--- src/rtl/sdram_burst_arbiter_if.sv ---
// Burst-command bus between the display/SPI requesters, the arbiter and the SDRAM
// controller command port. The slave modport is the arbiter's view.
interface sdram_burst_arbiter_if #(
  parameter int ADDR_W = 23
) ();
  logic              iRd_Req;
  logic [ADDR_W-1:0] iRd_Base;
  logic              iNew_Frame;
  logic              iWr_Req;
  logic [ADDR_W-1:0] iWr_Base;
  logic              iImg_Start;
  logic              oCmd_Valid;
  logic              iCmd_Ready;
  logic              oCmd_Wr;
  logic [ADDR_W-1:0] oCmd_Addr;
  logic              iBurst_Done;
  logic              oRd_Grant;
  logic              oWr_Grant;
  logic              oWr_Frame_Done;

  modport slave (
    input  iRd_Req, iRd_Base, iNew_Frame,
    input  iWr_Req, iWr_Base, iImg_Start,
    input  iCmd_Ready, iBurst_Done,
    output oCmd_Valid, oCmd_Wr, oCmd_Addr,
    output oRd_Grant, oWr_Grant, oWr_Frame_Done
  );

  modport master (
    output iRd_Req, iRd_Base, iNew_Frame,
    output iWr_Req, iWr_Base, iImg_Start,
    output iCmd_Ready, iBurst_Done,
    input  oCmd_Valid, oCmd_Wr, oCmd_Addr,
    input  oRd_Grant, oWr_Grant, oWr_Frame_Done
  );
endinterface

--- src/rtl/sdram_burst_arbiter.sv ---
// Shares the SDRAM command port between display refill reads and SPI pixel writes:
// read priority with bounded write starvation, per-frame burst address generation.
module sdram_burst_arbiter #(
  parameter int ADDR_W        = 23,
  parameter int BURST_LEN     = 256,
  parameter int FRAME_WORDS   = 384000,
  parameter int RD_STREAK_MAX = 4
) (
  input logic                  iCLK,
  input logic                  iRSTN,
  sdram_burst_arbiter_if.slave bus
);

  localparam int SW = (RD_STREAK_MAX < 1) ? 1 : $clog2(RD_STREAK_MAX + 1);
  localparam logic [ADDR_W-1:0] STEP       = ADDR_W'(BURST_LEN);
  localparam logic [ADDR_W-1:0] SPAN       = ADDR_W'(FRAME_WORDS);
  localparam logic [SW-1:0]     STREAK_MAX = SW'(RD_STREAK_MAX);

  typedef enum logic [1:0] {IDLE, ISSUE, WAIT_DONE} state_t;

  state_t            state, state_nx;
  logic              cur_wr;
  logic [ADDR_W-1:0] cmd_addr;
  logic [ADDR_W-1:0] rd_ptr, wr_ptr;
  logic              rd_pend, wr_pend;
  logic [SW-1:0]     streak;
  logic              frame_done;

  logic rd_reload, wr_reload, rd_ok, wr_ok, pick_wr, pick_any;
  logic accept, finish, rd_busy, wr_busy, rd_finish, wr_finish, wr_wrap;

  // Next burst address within the frame; wraps back to base after the last burst.
  function automatic logic [ADDR_W-1:0] advance(input logic [ADDR_W-1:0] ptr,
                                                input logic [ADDR_W-1:0] base);
    logic [ADDR_W-1:0] step_ptr, frame_end;
    step_ptr  = ptr + STEP;
    frame_end = base + SPAN;
    return (step_ptr == frame_end) ? base : step_ptr;
  endfunction

  // A requester whose pointer is about to be reloaded sits out arbitration until
  // the reload lands, so it never issues from a stale pointer.
  assign rd_reload = rd_pend | bus.iNew_Frame;
  assign wr_reload = wr_pend | bus.iImg_Start;
  assign rd_ok     = bus.iRd_Req & ~rd_reload;
  assign wr_ok     = bus.iWr_Req & ~wr_reload;
  assign pick_wr   = wr_ok & (~rd_ok | (streak == STREAK_MAX));
  assign pick_any  = rd_ok | wr_ok;

  assign accept    = (state == ISSUE) & bus.iCmd_Ready;
  assign finish    = (state == WAIT_DONE) & bus.iBurst_Done;
  assign rd_busy   = (state != IDLE) & ~cur_wr;
  assign wr_busy   = (state != IDLE) & cur_wr;
  assign rd_finish = finish & ~cur_wr;
  assign wr_finish = finish & cur_wr;
  assign wr_wrap   = ((wr_ptr + STEP) == (bus.iWr_Base + SPAN));

  // NOTE: every signal written in always_comb gets a default first, so no path
  // leaves it unassigned and no latch is inferred.
  always_comb begin
    state_nx       = state;
    bus.oCmd_Valid = 1'b0;
    bus.oRd_Grant  = 1'b0;
    bus.oWr_Grant  = 1'b0;
    unique case (state)
      IDLE: begin
        if (pick_any) state_nx = ISSUE;
      end
      ISSUE: begin
        bus.oCmd_Valid = 1'b1;
        if (bus.iCmd_Ready) state_nx = WAIT_DONE;
      end
      WAIT_DONE: begin
        bus.oRd_Grant = ~cur_wr;
        bus.oWr_Grant = cur_wr;
        if (bus.iBurst_Done) state_nx = IDLE;
      end
      default: state_nx = IDLE;
    endcase
  end

  assign bus.oCmd_Wr        = cur_wr;
  assign bus.oCmd_Addr      = cmd_addr;
  assign bus.oWr_Frame_Done = frame_done;

  // NOTE: sequential state uses non-blocking assignments so every register
  // samples pre-edge values, independent of statement order.
  always_ff @(posedge iCLK or negedge iRSTN) begin
    if (!iRSTN) begin
      state <= IDLE;
    end else begin
      state <= state_nx;
    end
  end

  // Winner and its address are latched at decision time and held through ISSUE.
  always_ff @(posedge iCLK or negedge iRSTN) begin
    if (!iRSTN) begin
      cur_wr   <= 1'b0;
      cmd_addr <= '0;
    end else if (state == IDLE && pick_any) begin
      cur_wr   <= pick_wr;
      cmd_addr <= pick_wr ? wr_ptr : rd_ptr;
    end
  end

  always_ff @(posedge iCLK or negedge iRSTN) begin
    if (!iRSTN) begin
      streak <= '0;
    end else if (accept && cur_wr) begin
      streak <= '0;
    end else if (accept && bus.iWr_Req) begin
      if (streak != STREAK_MAX) streak <= streak + 1'b1;
    end else if (state == IDLE && !bus.iWr_Req) begin
      streak <= '0;
    end
  end

  // Reload lands immediately when idle; in flight it replaces that burst's increment.
  always_ff @(posedge iCLK or negedge iRSTN) begin
    if (!iRSTN) begin
      rd_ptr  <= '0;
      rd_pend <= 1'b0;
    end else if (rd_reload && (!rd_busy || rd_finish)) begin
      rd_ptr  <= bus.iRd_Base;
      rd_pend <= 1'b0;
    end else begin
      if (bus.iNew_Frame) rd_pend <= 1'b1;
      if (rd_finish)      rd_ptr  <= advance(rd_ptr, bus.iRd_Base);
    end
  end

  always_ff @(posedge iCLK or negedge iRSTN) begin
    if (!iRSTN) begin
      wr_ptr  <= '0;
      wr_pend <= 1'b0;
    end else if (wr_reload && (!wr_busy || wr_finish)) begin
      wr_ptr  <= bus.iWr_Base;
      wr_pend <= 1'b0;
    end else begin
      if (bus.iImg_Start) wr_pend <= 1'b1;
      if (wr_finish)      wr_ptr  <= advance(wr_ptr, bus.iWr_Base);
    end
  end

  // Frame-done follows the wrap condition even when a reload overrides the wrap.
  always_ff @(posedge iCLK or negedge iRSTN) begin
    if (!iRSTN) begin
      frame_done <= 1'b0;
    end else begin
      frame_done <= wr_finish & wr_wrap;
    end
  end

endmodule

--- src/flat_wrapper.sv ---
// flat-port wrapper written by rule: the top's interface ports become plain ports
module sdram_burst_arbiter_flat 
#(
  parameter int ADDR_W        = 23,
  parameter int BURST_LEN     = 256,
  parameter int FRAME_WORDS   = 384000,
  parameter int RD_STREAK_MAX = 4
)
  (iCLK, iRSTN, bus_iRd_Req, bus_iRd_Base, bus_iNew_Frame, bus_iWr_Req, bus_iWr_Base, bus_iImg_Start, bus_iCmd_Ready, bus_iBurst_Done, bus_oCmd_Valid, bus_oCmd_Wr, bus_oCmd_Addr, bus_oRd_Grant, bus_oWr_Grant, bus_oWr_Frame_Done);
  sdram_burst_arbiter_if #(.ADDR_W(ADDR_W)) bus_i ();
  input logic iCLK;
  input logic iRSTN;
  input wire logic [$bits(bus_i.iRd_Req)-1:0] bus_iRd_Req;
  input wire logic [$bits(bus_i.iRd_Base)-1:0] bus_iRd_Base;
  input wire logic [$bits(bus_i.iNew_Frame)-1:0] bus_iNew_Frame;
  input wire logic [$bits(bus_i.iWr_Req)-1:0] bus_iWr_Req;
  input wire logic [$bits(bus_i.iWr_Base)-1:0] bus_iWr_Base;
  input wire logic [$bits(bus_i.iImg_Start)-1:0] bus_iImg_Start;
  input wire logic [$bits(bus_i.iCmd_Ready)-1:0] bus_iCmd_Ready;
  input wire logic [$bits(bus_i.iBurst_Done)-1:0] bus_iBurst_Done;
  output wire logic [$bits(bus_i.oCmd_Valid)-1:0] bus_oCmd_Valid;
  output wire logic [$bits(bus_i.oCmd_Wr)-1:0] bus_oCmd_Wr;
  output wire logic [$bits(bus_i.oCmd_Addr)-1:0] bus_oCmd_Addr;
  output wire logic [$bits(bus_i.oRd_Grant)-1:0] bus_oRd_Grant;
  output wire logic [$bits(bus_i.oWr_Grant)-1:0] bus_oWr_Grant;
  output wire logic [$bits(bus_i.oWr_Frame_Done)-1:0] bus_oWr_Frame_Done;
  assign bus_i.iRd_Req = bus_iRd_Req;
  assign bus_i.iRd_Base = bus_iRd_Base;
  assign bus_i.iNew_Frame = bus_iNew_Frame;
  assign bus_i.iWr_Req = bus_iWr_Req;
  assign bus_i.iWr_Base = bus_iWr_Base;
  assign bus_i.iImg_Start = bus_iImg_Start;
  assign bus_i.iCmd_Ready = bus_iCmd_Ready;
  assign bus_i.iBurst_Done = bus_iBurst_Done;
  assign bus_oCmd_Valid = bus_i.oCmd_Valid;
  assign bus_oCmd_Wr = bus_i.oCmd_Wr;
  assign bus_oCmd_Addr = bus_i.oCmd_Addr;
  assign bus_oRd_Grant = bus_i.oRd_Grant;
  assign bus_oWr_Grant = bus_i.oWr_Grant;
  assign bus_oWr_Frame_Done = bus_i.oWr_Frame_Done;
  sdram_burst_arbiter #(.ADDR_W(ADDR_W), .BURST_LEN(BURST_LEN), .FRAME_WORDS(FRAME_WORDS), .RD_STREAK_MAX(RD_STREAK_MAX)) u_core (.iCLK(iCLK), .iRSTN(iRSTN), .bus(bus_i));
endmodule
--- config.mk ---
export PLATFORM = sky130hd
export DESIGN_NAME = sdram_burst_arbiter_flat
export DESIGN_NICKNAME = d
export VERILOG_FILES = /design/src/rtl/sdram_burst_arbiter_if.sv /design/src/rtl/sdram_burst_arbiter.sv /design/src/flat_wrapper.sv
export SDC_FILE = /design/constraint.sdc
export NUM_CORES = 1
export LEC_CHECK = 0
export ABC_AREA = 1
export CAP_MARGIN = 20
export CORE_UTILIZATION = 52
export CTS_BUF_LIST = sky130_fd_sc_hd__clkbuf_4 sky130_fd_sc_hd__clkbuf_8
export DETAILED_ROUTE_END_ITERATION = 8
export GPL_ROUTABILITY_DRIVEN = 0
export PLACE_DENSITY = 0.9
export SYNTH_ARGS = -nofsm -noshare
export SYNTH_HDL_FRONTEND = slang
export SYNTH_SLANG_ARGS = --single-unit
export TNS_END_PERCENT = 5
--- constraint.sdc ---
create_clock -name iCLK -period 2.2 [get_ports iCLK]
set_input_delay 0.44 -clock iCLK [delete_from_list [all_inputs] [get_ports iCLK]]
set_output_delay 0.44 -clock iCLK [all_outputs]
set_load 0.01 [all_outputs]
==> impl_metrics.ini <==
[cells_and_area]
syn2layout_area_growth_pct = 46.1
nets = 1251
final_cell_mix = 335 x nand2_1, 132 x buf_4, 108 x nand3_1
drive_above_1_share_pct = 25.4
layout.cells.non_filler = 1339
ff_latch_area_sq_mm = 0.00196
fillers = 682
antenna_cells = 0
mostFrequentLayoutCell = nand2_1
multi_input_area_sq_mm = 0.00405

[critical_path]
slowest_stage = dfrtp_1
criticalPathCategory = reg2reg
start_kind = flip-flop
cp_top_family = simple AND/OR/NAND/NOR gates
end_kind = flip-flop
worstPathArrival_ps = 2850
path_cells = buf_6 > nand3_4 > nor2_4 > nand4_1 > nand2_1 > inv_1 > nand2_1 > buf_4 > nand4_1 > nor3b_1 > nand4_1 > nor2_1
cp_slowest_stage_delay_ps = 440
cp_common_cell = nand4_1
required_ps = 2520
path_buf_inv = 3
crit_path_max_fanout = 5

[synth]
synthDistinctLibCells = 39
syn_avg_cell_area_sq_um = 6.19
syn_area_sq_mm = 0.00605
synth_seq_area_share_pct = 32.3
async_reset_ff_share_pct = 100
synth-edff-count = 0
yosysWarningCount = 0
synth_ff_type = dfrtp_1
syn_inst = 977
yosys_register_bits = 78
synth_nets = 1037

[route]
num_vias = 8359
antenna_left = 0
routed_wirelength_mm = 24.5
drt_iter0_drc = 1314
post_drt_wl_per_cell_um = 18.3
dr.pass1.iters = 9
drc = 2
viasPerCell = 6.24

[global_routing]
busiest_layer = met2
gr-total-overflow = 0
grtUsageTotal_pct = 38.0
met1_usage_pct = 46.1
use_met3_pct = 8.06
antenna_found_initial = 0
grt_max_degree = 51
grt_use_met2_pct = 62.6
grt_pass1_vias = 7615
grt_pass1_wl_mm = 35.4

[power_and_ir_drop]
power.density_mw_per_mm2 = 1260
fin_total_pwr_mw = 11.2
peakVddDrop_mv = 0.901
p_leak_nw = 4.56

[cts]
clk_pin_slew_ps = 110
htreeDepth = 3
clockBufferDepth = 2
cts_tree = yes
worstSkewPairLatency_ps = 380
cts_root_buffer = clkbuf_8
cts_sinks = 78
cts_buffers = 9
hold_buffers = 0

[sta]
finalWorstSetupSlack_ps = -326
finalSetupViolCount = 43
fin_worst_skew_ps = 16.7
fin_crit_ps = 2530
fmax_mhz = 396
hold_viol_final = 0
slew_headroom_pct = 52.8
worst_slew_pin_slew_ps = 707
drv_slew = 0
rsz0062_at_grt = yes
fin_crit_sh_pct = 115

[place]
hpwl_mm = 14.5
port_buffers = 81
place_ws_ps = -591
dp_cells = 1310

[floorplanning]
io_pins = 82
rows = 39
die_area_sq_mm = 0.0121
core_sq_mm = 0.0114
start_util_pct = 53.2
die_h_um = 110
dieWidth_um = 110

[run_status]
violations = design-rule violations, negative setup slack
status = finished, violations left

[worst_hold_path]
hold_path_class = in2async

[flow_run]
maxCapViolCount = 0
[Yosys cell counts (7+ instances only)]
cell,instances,area (sq um)
a21oi_1,55,275
clkbuf_1,13,48.8
dfrtp_1,78,1950
inv_1,107,402
nand2_1,372,1400
nand2_2,7,43.8
nand3_1,127,636
nand4_1,22,138
nor2_1,81,304
nor2_2,7,43.8
nor3_1,11,55.1
o21ai_0,14,70.1
o21ai_2,10,87.6
xor2_1,16,140
[layout make-up]
class                      instances  share of cell area [%]
clock inverter                     7                   0.722
timing repair buffer             226                    23.0
tap                              143                    2.02
inverter                         113                    4.87
multi-input combinational        763                    45.8
clock buffer                       9                    1.40
sequential                        78                    22.2
[path summary, 6_finish.rpt]
kind / start / end / slack [ps] / cells after the start
min in group iCLK: u_core.rd_pend / u_core.rd_pend / 540 / 2
max in group asynchronous: iRSTN / u_core.rd_ptr[2] / 1380 / 2
hold reg to reg: u_core.rd_pend / u_core.rd_pend / 540 / 2
setup / recovery: u_core.wr_ptr[8] / u_core.bus.oWr_Frame_Done / -330 / 12
setup reg to reg: u_core.wr_ptr[8] / u_core.bus.oWr_Frame_Done / -330 / 12
hold / removal: iRSTN / u_core.rd_ptr[16] / 90 / 1
[through the flow]
| step | cell area, sq um | util [%] | setup TNS (ps) | hold slack (ps) |
|---|---|---|---|---|
| 6_report | 8840 | 77.7 | -8110 | 86.1 |
| 5_1_grt | 8840 | 77.7 | -10890 | 140 |
| 4_1_cts | 8620 | 75.8 | -627 | 116 |
| 3_5_place_dp | 7980 | 70.2 | -23090 | 517 |
| 3_3_place_gp | 7980 | 70.2 | -21600 | 490 |
| 2_1_floorplan | 6050 | - | 0 | 144 |
[logic make-up (layout without fill, tap and decap cells)]
kind of cell | after synthesis | after routing | synth area share [%]
simple gates | 644 | 645 | 45.9
buf+inv | 137 | 355 | 9.02
compound gates | 90 | 90 | 8.44
flops | 78 | 78 | 32.3
xor+xnor | 22 | 22 | 3.18
fa+ha+maj | 6 | 6 | 1.24
[registers in the layout (all words and copies together), names as in the netlist]
signal and count:
u_core.bus.oCmd_Addr 23, u_core.rd_ptr 23, u_core.wr_ptr 23, u_core.streak 3
u_core.state 2, u_core.bus.oCmd_Wr 1, u_core.bus.oWr_Frame_Done 1, u_core.rd_pend 1
u_core.wr_pend 1
[metal layers]
layer  vias to the layer above  share of wire, %
met4                         0               7.9
met1                      3710                34
met3                       253                13
met2                       832                45
met5                         -                 0
li1                       3564                 -
[report_power, final]
group	leakage (nW)	total, mW	internal (mW)	switching, mW
logic	3.53	7.00	2.96	4.04
registers	0.938	3.06	2.14	0.918
clock network	0.0903	1.11	0.436	0.671
[what timing repair did]
item,4_1_cts,5_1_grt
buffers inserted,8,4
gates resized for setup,93,61
setup endpoints to repair,43,44
cloned,2,0
pin swaps,30,25
[worst register-to-register path, delay by kind of cell (launching register included)]
family        cells  cell delay, ps
buf+inv           3             360
flops             1             440
simple gates      9            1680
Note: power is estimated with default switching activity, not from simulation.
